File: src/rtl/hazard_pkg.sv
// Shared opcode constants, NOP encoding and controller state type for the RV32I hazard controller.
// Optional feature macro used by hazard_ctrl: HAZARD_PERF_CNT_EN.
package hazard_pkg;

  localparam logic [6:0] OP_LOAD   = 7'b0000011;
  localparam logic [6:0] OP_STORE  = 7'b0100011;
  localparam logic [6:0] OP_BRANCH = 7'b1100011;
  localparam logic [6:0] OP_RTYPE  = 7'b0110011;
  localparam logic [6:0] OP_LUI    = 7'b0110111;
  localparam logic [6:0] OP_AUIPC  = 7'b0010111;
  localparam logic [6:0] OP_JAL    = 7'b1101111;

  localparam logic [31:0] NOP_INST = 32'h00000033;

  typedef enum logic [1:0] {RUN, LDSTALL, FLUSH, MEMWAIT} hz_state_t;

  function automatic logic is_mem_op(input logic [6:0] op);
    return (op == OP_LOAD) || (op == OP_STORE);
  endfunction

endpackage

File: src/rtl/hazard_decode.sv
// Per-instruction register-usage decoder: source/destination fields plus use/valid flags.
// Purely combinational, zero latency, no backpressure.
module hazard_decode
  import hazard_pkg::*;
(
  input  logic [31:0] i_inst,
  output logic [4:0]  o_rs1,
  output logic [4:0]  o_rs2,
  output logic [4:0]  o_rd,
  output logic        o_rs1_use,
  output logic        o_rs2_use,
  output logic        o_rd_vld
);

  logic [6:0] w_op;
  logic       w_unused;

  assign w_op      = i_inst[6:0];
  assign o_rs1     = i_inst[19:15];
  assign o_rs2     = i_inst[24:20];
  assign o_rd      = i_inst[11:7];
  assign o_rs1_use = !(w_op inside {OP_LUI, OP_AUIPC, OP_JAL});
  assign o_rs2_use = w_op inside {OP_RTYPE, OP_STORE, OP_BRANCH};
  // x0 is never a real destination, so it can never create a dependency
  assign o_rd_vld  = !(w_op inside {OP_STORE, OP_BRANCH}) && (o_rd != 5'd0);
  assign w_unused  = ^{i_inst[31:25], i_inst[14:12]};

endmodule

File: src/rtl/hazard_ctrl.sv
// Hazard/stall controller for the 5-stage RV32I pipeline; state advances on negedge clk like the pipe regs.
// Optional perf counters (cnt_ldstall/cnt_flush/cnt_memwait) exist only when HAZARD_PERF_CNT_EN is defined.
module hazard_ctrl
  import hazard_pkg::*;
#(
  parameter int XLEN        = 32,
  parameter int MEM_TIMEOUT = 15,
  parameter int TO_W        = 4
) (
  input  logic            clk,
  input  logic            rst,
  input  logic [31:0]     id_inst,
  input  logic [31:0]     ex_inst,
  input  logic [31:0]     mem_inst,
  input  logic            ex_mispredict,
  input  logic [XLEN-1:0] ex_target,
  input  logic            dmem_ready,
  output logic            pc_stall,
  output logic            ifid_stall,
  output logic            idex_bubble,
  output logic            freeze_all,
  output logic            pc_redirect,
  output logic [XLEN-1:0] redirect_pc,
  output logic            mem_err
`ifdef HAZARD_PERF_CNT_EN
  ,
  output logic [31:0]     cnt_ldstall,
  output logic [31:0]     cnt_flush,
  output logic [31:0]     cnt_memwait
`endif
);

  logic [4:0] w_id_rs1, w_id_rs2, w_id_rd, w_ex_rs1, w_ex_rs2, w_ex_rd;
  logic       w_id_rs1_use, w_id_rs2_use, w_id_rd_vld;
  logic       w_ex_rs1_use, w_ex_rs2_use, w_ex_rd_vld;

  hazard_decode u_dec_id (
    .i_inst(id_inst), .o_rs1(w_id_rs1), .o_rs2(w_id_rs2), .o_rd(w_id_rd),
    .o_rs1_use(w_id_rs1_use), .o_rs2_use(w_id_rs2_use), .o_rd_vld(w_id_rd_vld)
  );

  hazard_decode u_dec_ex (
    .i_inst(ex_inst), .o_rs1(w_ex_rs1), .o_rs2(w_ex_rs2), .o_rd(w_ex_rd),
    .o_rs1_use(w_ex_rs1_use), .o_rs2_use(w_ex_rs2_use), .o_rd_vld(w_ex_rd_vld)
  );

  hz_state_t       r_state, w_state_nxt;
  logic [TO_W-1:0] r_to_cnt, w_to_cnt_nxt;
  logic            r_pending, w_pending_nxt;
  logic [XLEN-1:0] r_redirect_pc, w_rpc_nxt;
  logic            r_mem_err, w_err_set;
  logic            w_pc_stall, w_ifid_stall, w_idex_bubble, w_freeze, w_pc_redirect;
  logic            w_rpc_from_ex, w_ld_bubble;
  logic            w_load_use, w_mem_pend, w_timeout;
  logic            w_unused;

  assign w_load_use = (ex_inst[6:0] == OP_LOAD) && w_ex_rd_vld &&
                      ((w_id_rs1_use && (w_id_rs1 == w_ex_rd)) ||
                       (w_id_rs2_use && (w_id_rs2 == w_ex_rd)));
  assign w_mem_pend = is_mem_op(mem_inst[6:0]) && !dmem_ready;
  assign w_timeout  = (r_to_cnt == TO_W'(MEM_TIMEOUT));
  assign w_unused   = ^{mem_inst[31:7], w_id_rd, w_id_rd_vld, w_ex_rs1, w_ex_rs2,
                        w_ex_rs1_use, w_ex_rs2_use};

  always_comb begin
    w_state_nxt   = r_state;
    w_to_cnt_nxt  = '0;
    w_pending_nxt = r_pending;
    w_rpc_nxt     = r_redirect_pc;
    w_err_set     = 1'b0;
    w_pc_stall    = 1'b0;
    w_ifid_stall  = 1'b0;
    w_idex_bubble = 1'b0;
    w_freeze      = 1'b0;
    w_pc_redirect = 1'b0;
    w_rpc_from_ex = 1'b0;
    w_ld_bubble   = 1'b0;
    case (r_state)
      RUN: begin
        if (w_mem_pend) begin
          w_freeze    = 1'b1;
          w_state_nxt = MEMWAIT;
          if (ex_mispredict) begin
            w_rpc_nxt     = ex_target;
            w_pending_nxt = 1'b1;
          end
        end else if (ex_mispredict) begin
          w_pc_redirect = 1'b1;
          w_rpc_from_ex = 1'b1;
          w_rpc_nxt     = ex_target;
          w_ifid_stall  = 1'b1;
          w_idex_bubble = 1'b1;
          w_state_nxt   = FLUSH;
        end else if (w_load_use) begin
          w_pc_stall    = 1'b1;
          w_ifid_stall  = 1'b1;
          w_idex_bubble = 1'b1;
          w_ld_bubble   = 1'b1;
          w_state_nxt   = LDSTALL;
        end
      end
      LDSTALL: begin
        // The stalled load has just reached MEM; a slow memory still has to freeze here
        if (w_mem_pend) begin
          w_freeze    = 1'b1;
          w_state_nxt = MEMWAIT;
        end else begin
          w_state_nxt = RUN;
        end
      end
      FLUSH: begin
        w_ifid_stall = 1'b1;
        w_state_nxt  = RUN;
      end
      MEMWAIT: begin
        if (dmem_ready) begin
          if (r_pending) begin
            // Deferred mispredict: wrong-path ID/EX contents advance on this edge, so squash them too
            w_pc_redirect = 1'b1;
            w_ifid_stall  = 1'b1;
            w_idex_bubble = 1'b1;
            w_pending_nxt = 1'b0;
            w_state_nxt   = FLUSH;
          end else begin
            w_state_nxt = RUN;
          end
        end else if (w_timeout) begin
          w_err_set     = 1'b1;
          w_pending_nxt = 1'b0;
          w_state_nxt   = RUN;
        end else begin
          w_freeze     = 1'b1;
          w_to_cnt_nxt = r_to_cnt + TO_W'(1);
        end
      end
      default: w_state_nxt = RUN;
    endcase
  end

  always_ff @(negedge clk or posedge rst) begin
    if (rst) begin
      r_state       <= RUN;
      r_to_cnt      <= '0;
      r_pending     <= 1'b0;
      r_redirect_pc <= '0;
      r_mem_err     <= 1'b0;
    end else begin
      r_state       <= w_state_nxt;
      r_to_cnt      <= w_to_cnt_nxt;
      r_pending     <= w_pending_nxt;
      r_redirect_pc <= w_rpc_nxt;
      r_mem_err     <= r_mem_err | w_err_set;
    end
  end

  assign freeze_all  = w_freeze && !rst;
  assign pc_stall    = w_pc_stall && !w_freeze && !rst;
  assign ifid_stall  = w_ifid_stall && !w_freeze && !rst;
  assign idex_bubble = w_idex_bubble && !w_freeze && !rst;
  assign pc_redirect = w_pc_redirect && !w_freeze && !rst;
  assign redirect_pc = rst ? '0 : (w_rpc_from_ex ? ex_target : r_redirect_pc);
  assign mem_err     = r_mem_err;

`ifdef HAZARD_PERF_CNT_EN
  logic [31:0] r_cnt_ldstall, r_cnt_flush, r_cnt_memwait;

  always_ff @(negedge clk or posedge rst) begin
    if (rst) begin
      r_cnt_ldstall <= '0;
      r_cnt_flush   <= '0;
      r_cnt_memwait <= '0;
    end else begin
      if (w_ld_bubble)          r_cnt_ldstall <= r_cnt_ldstall + 32'd1;
      if (w_pc_redirect)        r_cnt_flush   <= r_cnt_flush + 32'd1;
      if (r_state == MEMWAIT)   r_cnt_memwait <= r_cnt_memwait + 32'd1;
    end
  end

  assign cnt_ldstall = r_cnt_ldstall;
  assign cnt_flush   = r_cnt_flush;
  assign cnt_memwait = r_cnt_memwait;
`endif

endmodule
File: config.mk
export PLATFORM = sky130hd
export DESIGN_NAME = hazard_ctrl
export DESIGN_NICKNAME = d
export VERILOG_FILES = /design/src/rtl/hazard_pkg.sv /design/src/rtl/hazard_decode.sv /design/src/rtl/hazard_ctrl.sv
export SDC_FILE = /design/constraint.sdc
export NUM_CORES = 1
export LEC_CHECK = 0
export ABC_AREA = 0
export CORE_UTILIZATION = 39
export CTS_BUF_LIST = sky130_fd_sc_hd__clkbuf_8
export DETAILED_ROUTE_END_ITERATION = 10
export GPL_TIMING_DRIVEN = 1
export PLACE_DENSITY = 0.89
export SLEW_MARGIN = 20
export SYNTH_ARGS = -nofsm -noshare
export SYNTH_HDL_FRONTEND = slang
export SYNTH_SLANG_ARGS = --single-unit
File: constraint.sdc
create_clock -name clk -period 9.2 [get_ports clk]
set_clock_uncertainty 0.2 [all_clocks]
set_input_delay 2.76 -clock clk [delete_from_list [all_inputs] [get_ports clk]]
set_output_delay 2.76 -clock clk [all_outputs]
set_load 0.01 [all_outputs]
==> flow_summary.yaml, run 1 <==
floorplan:
  io_pins: 170
  row_count: 28
  die_h_um: 80.2
  core_area_sq_um: 5920
  die_w_um: 80.2
  initial_core_util: 0.403
  dieArea_sq_um: 6440
yosys:
  syn_area_per_cell_sq_um: 9.08
  ys_seq_elements: 40
  seq_area_frac_synth: 0.419
  netlist_top_cells_count: "nand2_1, dfrtn_1, a21oi_1, mux2_2, clkbuf_1"
  syn_area_sq_um: 2390
  async_reset_ff_frac: 1.00
  synth_edf_count: 0
  yosysMostFrequentCell: "nand2_1"
  yosys_warnings: 0
  synth_top_area_frac: 0.419
  synth_ff_type: "dfrtn_1"
  synth.area.top_cells: "dfrtn_1, mux2_2, nand2_1"
  synthDistinctLibCells: 31
  syn_inst: 263
  syn_nets: 402
  synth_area_leader_cell: "dfrtn_1"
hold_path:
  hold_path_class: "flop to flop"
layout:
  seqCellArea_sq_um: 1000
  stdcell_area_sq_um: 4090
  drive_above_1_share: 0.433
  multi_input_area_sq_um: 1600
  nets: 544
  diodes: 0
  fillCellCount: 462
  utilization: 0.691
  area_growth_syn_to_layout_pct: 71.3
pwr:
  pwr-share-comb: 0.567
  clkPwrFrac: 0.145
  power.density_nw_per_um2: 257
  finalPower_mw: 1.05
  ir_drop_mv: 0.144
  p_sw_mw: 0.391
  p_sw_frac: 0.372
  p_leak_nw: 1.87
  p_int_mw: 0.660
  p_seq_frac: 0.288
route:
  drt_wl_total_um: 7150
  drtIter0Drc: 91
  wl_per_cell_um: 14.9
  vias: 2497
  vias_per_cell: 5.19
  dr.pass1.iters: 4
  drc: 0
  drtAntennaViolNets: 0
global_route:
  grt_max_degree: 34
  grt_pass1_wl_um: 11000
  grt_pass1_vias: 2484
  overflow: 0
  grt_usage: 0.223
  antenna_found_initial: 0
timing:
  worst_slack_ns: -0.220
  relSlewSlack: 0.685
  setup_viol: 37
  hold_viol_final: 0
  worstMarginPinSlew_ns: 0.472
  rsz0062_at_grt: "true"
  drv_slew: 0
  tns_ns: -6.52
critical_path:
  crit_arrival_ns: 6.46
  crit_family: "compound AO/OA/AOI/OAI gates"
  cp_slowest_cell: "dfrtn_1"
  cpPeakStageDelay_ns: 0.44
  critPathBufInv: 3
  critPathKind: "flop to output pin"
  worstPathMaxFanout: 4
  endpoint_kind: "output pin"
  required_ns: 6.24
  critical_path.cell_chain: "inv_2, ha_4, buf_6, o21ai_2, a21o_1, nand2_2, a311oi_2, buf_2"
  critPathLaunchType: "flop"
place:
  port-buffer-count: 108
  dp_hpwl_um: 4820
  place_area_sq_um: 3780
  routabilityCongestion: 0.870
  place_worst_setup_slack_ns: -0.451
outcome:
  outcome: "finished with violations"
  failed_checks: "negative setup slack"
clock_network:
  cts-root-buf: "clkbuf_8"
  cts.clk_slew.worst_paths_ns: 0.05
  cts_sinks: 40
  cts_made_buffers: 5
  clkLatencyLatePin_ns: 0.29
  ctsLongestPathBuffers: 2
  htree_num_levels: 2
  cts_hold_buf: 0
  cts_tree: "built"
job:
  cap_viol_max_count: 0
[stage by stage]
step                      hold WS [ns]  std cells
after global placement           0.227        465
final                            0.232        481
after floorplan                  0.165        263
after CTS                        0.242        481
after global routing             0.267        481
after detailed placement         0.238        465
[per-layer routing]
metal / vias up / GRT usage / routed length (um)
met5: - / 0 / 0
met4: 0 / 0.0625 / 101
met3: 12 / 0.0534 / 384
met2: 86 / 0.418 / 3850
li1: 1186 / - / -
met1: 1213 / 0.248 / 2810
[worst paths after layout]
kind | cells past startpoint | slack (ns) | start | to
max in group asynchronous | 3 | 1.40 | rst | r_redirect_pc[25]$_DFFE_NP0P_
hold / removal | 1 | 0.23 | mem_err$_DFF_NP0_ | mem_err$_DFF_NP0_
setup reg to reg | 7 | 7.11 | r_state[1]$_DFFE_NP0P_ | r_redirect_pc[11]$_DFFE_NP0P_
setup / recovery | 8 | -0.22 | r_state[1]$_DFFE_NP0P_ | ifid_stall
hold reg to reg | 1 | 0.23 | mem_err$_DFF_NP0_ | mem_err$_DFF_NP0_
min in group asynchronous | 3 | 7.13 | rst | r_redirect_pc[29]$_DFFE_NP0P_
[cells in the final DEF (no fill, tap or decap), types with 3 or more instances in the layout]
cell,instances
xnor2_1,6
nand2_2,8
nor2_1,8
xor2_1,6
ha_4,3
dfrtn_1,40
clkdlybuf4s50_1,61
buf_2,37
nor3_1,4
nand2_4,12
nand3_1,4
buf_4,30
inv_1,5
clkbuf_8,6
a21oi_1,15
mux2_2,32
ha_1,4
a21oi_2,19
buf_6,6
nand4_1,4
dlygate4sd2_1,9
nand2_1,49
[worst register-to-register path: cells and delay by family (launching register included)]
family,cells,cell delay (ns)
flops,1,0.44
fa+ha+maj,1,0.17
simple gates,1,0.06
buf+inv,4,0.66
mux,1,0.41
[area by class of cell]
cell class              instances  share of cell area
clock buffers                   6              0.0202
clock inverters                 2             0.00948
inverters                       7             0.00642
multi-input cells             203               0.391
flip-flops and latches         40               0.245
well taps                      75              0.0229
repair buffers                148               0.306
[kinds of logic after synthesis]
logic type | synth area share
XOR/XNOR | 0.0440
adder cells (fa/ha/maj) | 0.0367
flip-flops | 0.419
buffers and inverters | 0.0314
AO/OA/AOI/OAI | 0.137
multiplexers | 0.151
AND/OR/NAND/NOR | 0.181
[power by group through the flow]
stage | Combinational (mW) | Sequential [mW] | Clock (mW)
2_1_floorplan | 0.292 | 0.293 | 0
3_3_place_gp | 0.513 | 0.296 | 0
3_5_place_dp | 0.527 | 0.302 | 0
4_1_cts | 0.555 | 0.300 | 0.157
5_1_grt | 0.647 | 0.313 | 0.166
6_report | 0.596 | 0.303 | 0.152
[state kept, by name, summed over array words and instances, names as in the netlist]
signal	count
r_redirect_pc	32
r_to_cnt	4
r_state	2
mem_err	1
r_pending	1
[what timing repair did]
item / 4_1_cts / 5_1_grt
pin swaps: 22 / 27
resized for setup: 196 / 47
endpoints found under the setup margin: 39 / 39
gates cloned: 3 / 0
setup buffers: 6 / 2
No activity file was read; power rests on OpenSTA's default activity.
==> run 2: changes to the inputs <==
--- a/config.mk
+++ b/config.mk
@@ -9,9 +9,9 @@
 export CORE_UTILIZATION = 39
 export CTS_BUF_LIST = sky130_fd_sc_hd__clkbuf_8
 export DETAILED_ROUTE_END_ITERATION = 10
+export GPL_ROUTABILITY_DRIVEN = 0
 export GPL_TIMING_DRIVEN = 1
 export PLACE_DENSITY = 0.89
-export SLEW_MARGIN = 20
 export SYNTH_ARGS = -nofsm -noshare
 export SYNTH_HDL_FRONTEND = slang
 export SYNTH_SLANG_ARGS = --single-unit
==> results of run 2 <==
Final layout, timing and power as in run 1 (identical DEF).
==> run 3: changes to the inputs <==
--- a/config.mk
+++ b/config.mk
@@ -6,12 +6,14 @@
 export NUM_CORES = 1
 export LEC_CHECK = 0
 export ABC_AREA = 0
-export CORE_UTILIZATION = 39
+export CORE_MARGIN = 5
+export CORE_UTILIZATION = 62
 export CTS_BUF_LIST = sky130_fd_sc_hd__clkbuf_8
 export DETAILED_ROUTE_END_ITERATION = 10
+export DONT_BUFFER_PORTS = 1
 export GPL_ROUTABILITY_DRIVEN = 0
 export GPL_TIMING_DRIVEN = 1
-export PLACE_DENSITY = 0.89
+export PLACE_DENSITY = 0.78
 export SYNTH_ARGS = -nofsm -noshare
 export SYNTH_HDL_FRONTEND = slang
 export SYNTH_SLANG_ARGS = --single-unit
==> run 3 against run 2 <==
The flow still finishes with violations (negative setup slack). Critical path depth increased by 1. Global-route usage increased by 5.4 points. Non-clock buffer count is 117 lower. Core utilization is 17 points higher. Final cell count shrank 30%. Die area is 19% lower. Clock power rose by 9%. Sequential share of layout area grew 7.2 points. Combinational power down 7.7%. Largest cell class unchanged.
==> flow_summary.yaml, run 3 (synthesis results as in run 1) <==
critical_path:
  critPathKind: "flop to output pin"
  required_ns: 6.24
  critPathLaunchType: "flop"
  crit_arrival_ns: 6.45
  worstPathMaxFanout: 8
  endpoint_kind: "output pin"
timing:
  worstMarginPinSlew_ns: 0.399
  rsz0062_at_grt: "true"
  worst_slack_ns: -0.206
  setup_viol: 37
  drv_slew: 0
  relSlewSlack: 0.732
  hold_viol_final: 0
floorplan:
  io_pins: 170
  die_h_um: 72.1
  initial_core_util: 0.647
  die_w_um: 72.1
  row_count: 22
  dieArea_sq_um: 5190
  core_area_sq_um: 3690
layout:
  diodes: 0
  final_common_cell: "nand2_1"
  final_cell_mix: "nand2_1, dfrtn_1, mux2_2, a21oi_2, buf_4"
  largest_reg_flops: 32
  utilization: 0.857
  top_register: "r_redirect_pc"
  nets: 427
  area_growth_syn_to_layout_pct: 32.4
  drive_above_1_share: 0.465
  top_regs: "r_redirect_pc: 32 flops, r_to_cnt: 4 flops, r_state: 2 flops"
clock_network:
  cts_sinks: 40
  ctsLongestPathBuffers: 2
  clkLatencyLatePin_ns: 0.29
  cts.clk_slew.worst_paths_ns: 0.05
  cts-root-buf: "clkbuf_8"
  cts_made_buffers: 5
  cts_hold_buf: 0
  cts_tree: "built"
  htree_num_levels: 2
global_route:
  overflow: 0
  grt_pass1_wl_um: 11100
  grt_max_degree: 35
  grt_pass1_vias: 2350
  grt_usage: 0.277
  antenna_found_initial: 0
route:
  drc: 0
  drt_wl_total_um: 7190
  drtIter0Drc: 135
  vias_per_cell: 6.36
  wl_per_cell_um: 21.4
  dr.pass1.iters: 4
  vias: 2136
  drtAntennaViolNets: 0
place:
  place_worst_setup_slack_ns: 0.0308
  port-buffer-count: 0
  dp_hpwl_um: 4060
outcome:
  outcome: "finished with violations"
  failed_checks: "negative setup slack"
hold_path:
  hold_path_class: "flop to flop"
pwr:
  p_leak_nw: 1.30
  power.density_nw_per_um2: 323
  ir_drop_mv: 0.182
job:
  cap_viol_max_count: 0
[run 3: repair_timing]
| action | in CTS | in global routing |
|---|---|---|
| gates resized for setup | 68 | 16 |
| gates cloned | 3 | 1 |
| setup endpoints to repair | 37 | 37 |
| pin swaps | 11 | 15 |
| setup buffers | 7 | 4 |
[run 3: final timing paths]
| kind | from | end | slack [ns] | depth (start not counted) |
|---|---|---|---|---|
| max in group asynchronous | rst | r_redirect_pc[26]$_DFFE_NP0P_ | 1.79 | 2 |
| max reg2reg | r_state[0]$_DFFE_NP0P_ | r_redirect_pc[1]$_DFFE_NP0P_ | 7.05 | 7 |
| min reg2reg | r_to_cnt[0]$_DFF_NP0_ | r_to_cnt[0]$_DFF_NP0_ | 0.23 | 1 |
| max | r_state[0]$_DFFE_NP0P_ | redirect_pc[7] | -0.21 | 9 |
| min | r_to_cnt[0]$_DFF_NP0_ | r_to_cnt[0]$_DFF_NP0_ | 0.23 | 1 |
| min in group asynchronous | rst | r_redirect_pc[8]$_DFFE_NP0P_ | 6.74 | 2 |
[run 3: layout make-up]
| type | instances | area (sq um) |
|---|---|---|
| clock buffers | 5 | 68.8 |
| clock inverters | 2 | 60.1 |
| fillers | 200 | 528 |
| inverters | 7 | 26.3 |
| multi-input cells | 203 | 1620 |
| flip-flops and latches | 40 | 1000 |
| well taps | 48 | 60.1 |
| repair buffers | 31 | 325 |
[run 3: worst max-delay path: stages (launching register included)]
cell and delay [ns]:
dfrtn_1 0.38, inv_2 0.10, ha_4 0.15, buf_6 0.13, nand2_4 0.06, nor2_4 0.19
buf_8 0.18, nand2_2 0.07, a21oi_2 0.14, buf_4 0.15
[run 3: layer usage]
metal | vias up | share of wire | global-route usage
met5 | - | 0 | 0
met4 | 0 | 0.025 | 0.109
met3 | 16 | 0.079 | 0.0734
met2 | 112 | 0.52 | 0.483
met1 | 1055 | 0.38 | 0.324
li1 | 953 | - | -
[run 3: power by group]
| part | internal [mW] | switching [mW] | leakage (nW) |
|---|---|---|---|
| clock | 0.107 | 0.0597 | 0.0642 |
| combinational | 0.266 | 0.284 | 0.754 |
| sequential | 0.262 | 0.0440 | 0.479 |
| total | 0.634 | 0.388 | 1.30 |
[run 3: through the flow]
step                area [sq um]  TNS (ns)  instances  hold WS (ns)  power (mW)
finish                      3160     -4.13        336         0.234        1.02
global route                3160     -6.39        336         0.261        1.08
global placement            2580         0        317         0.187       0.670
CTS                         3110     -2.89        334         0.236       0.992
detailed placement          2580         0        317         0.200       0.686
floorplan                   2400     -1.48        263         0.165       0.586
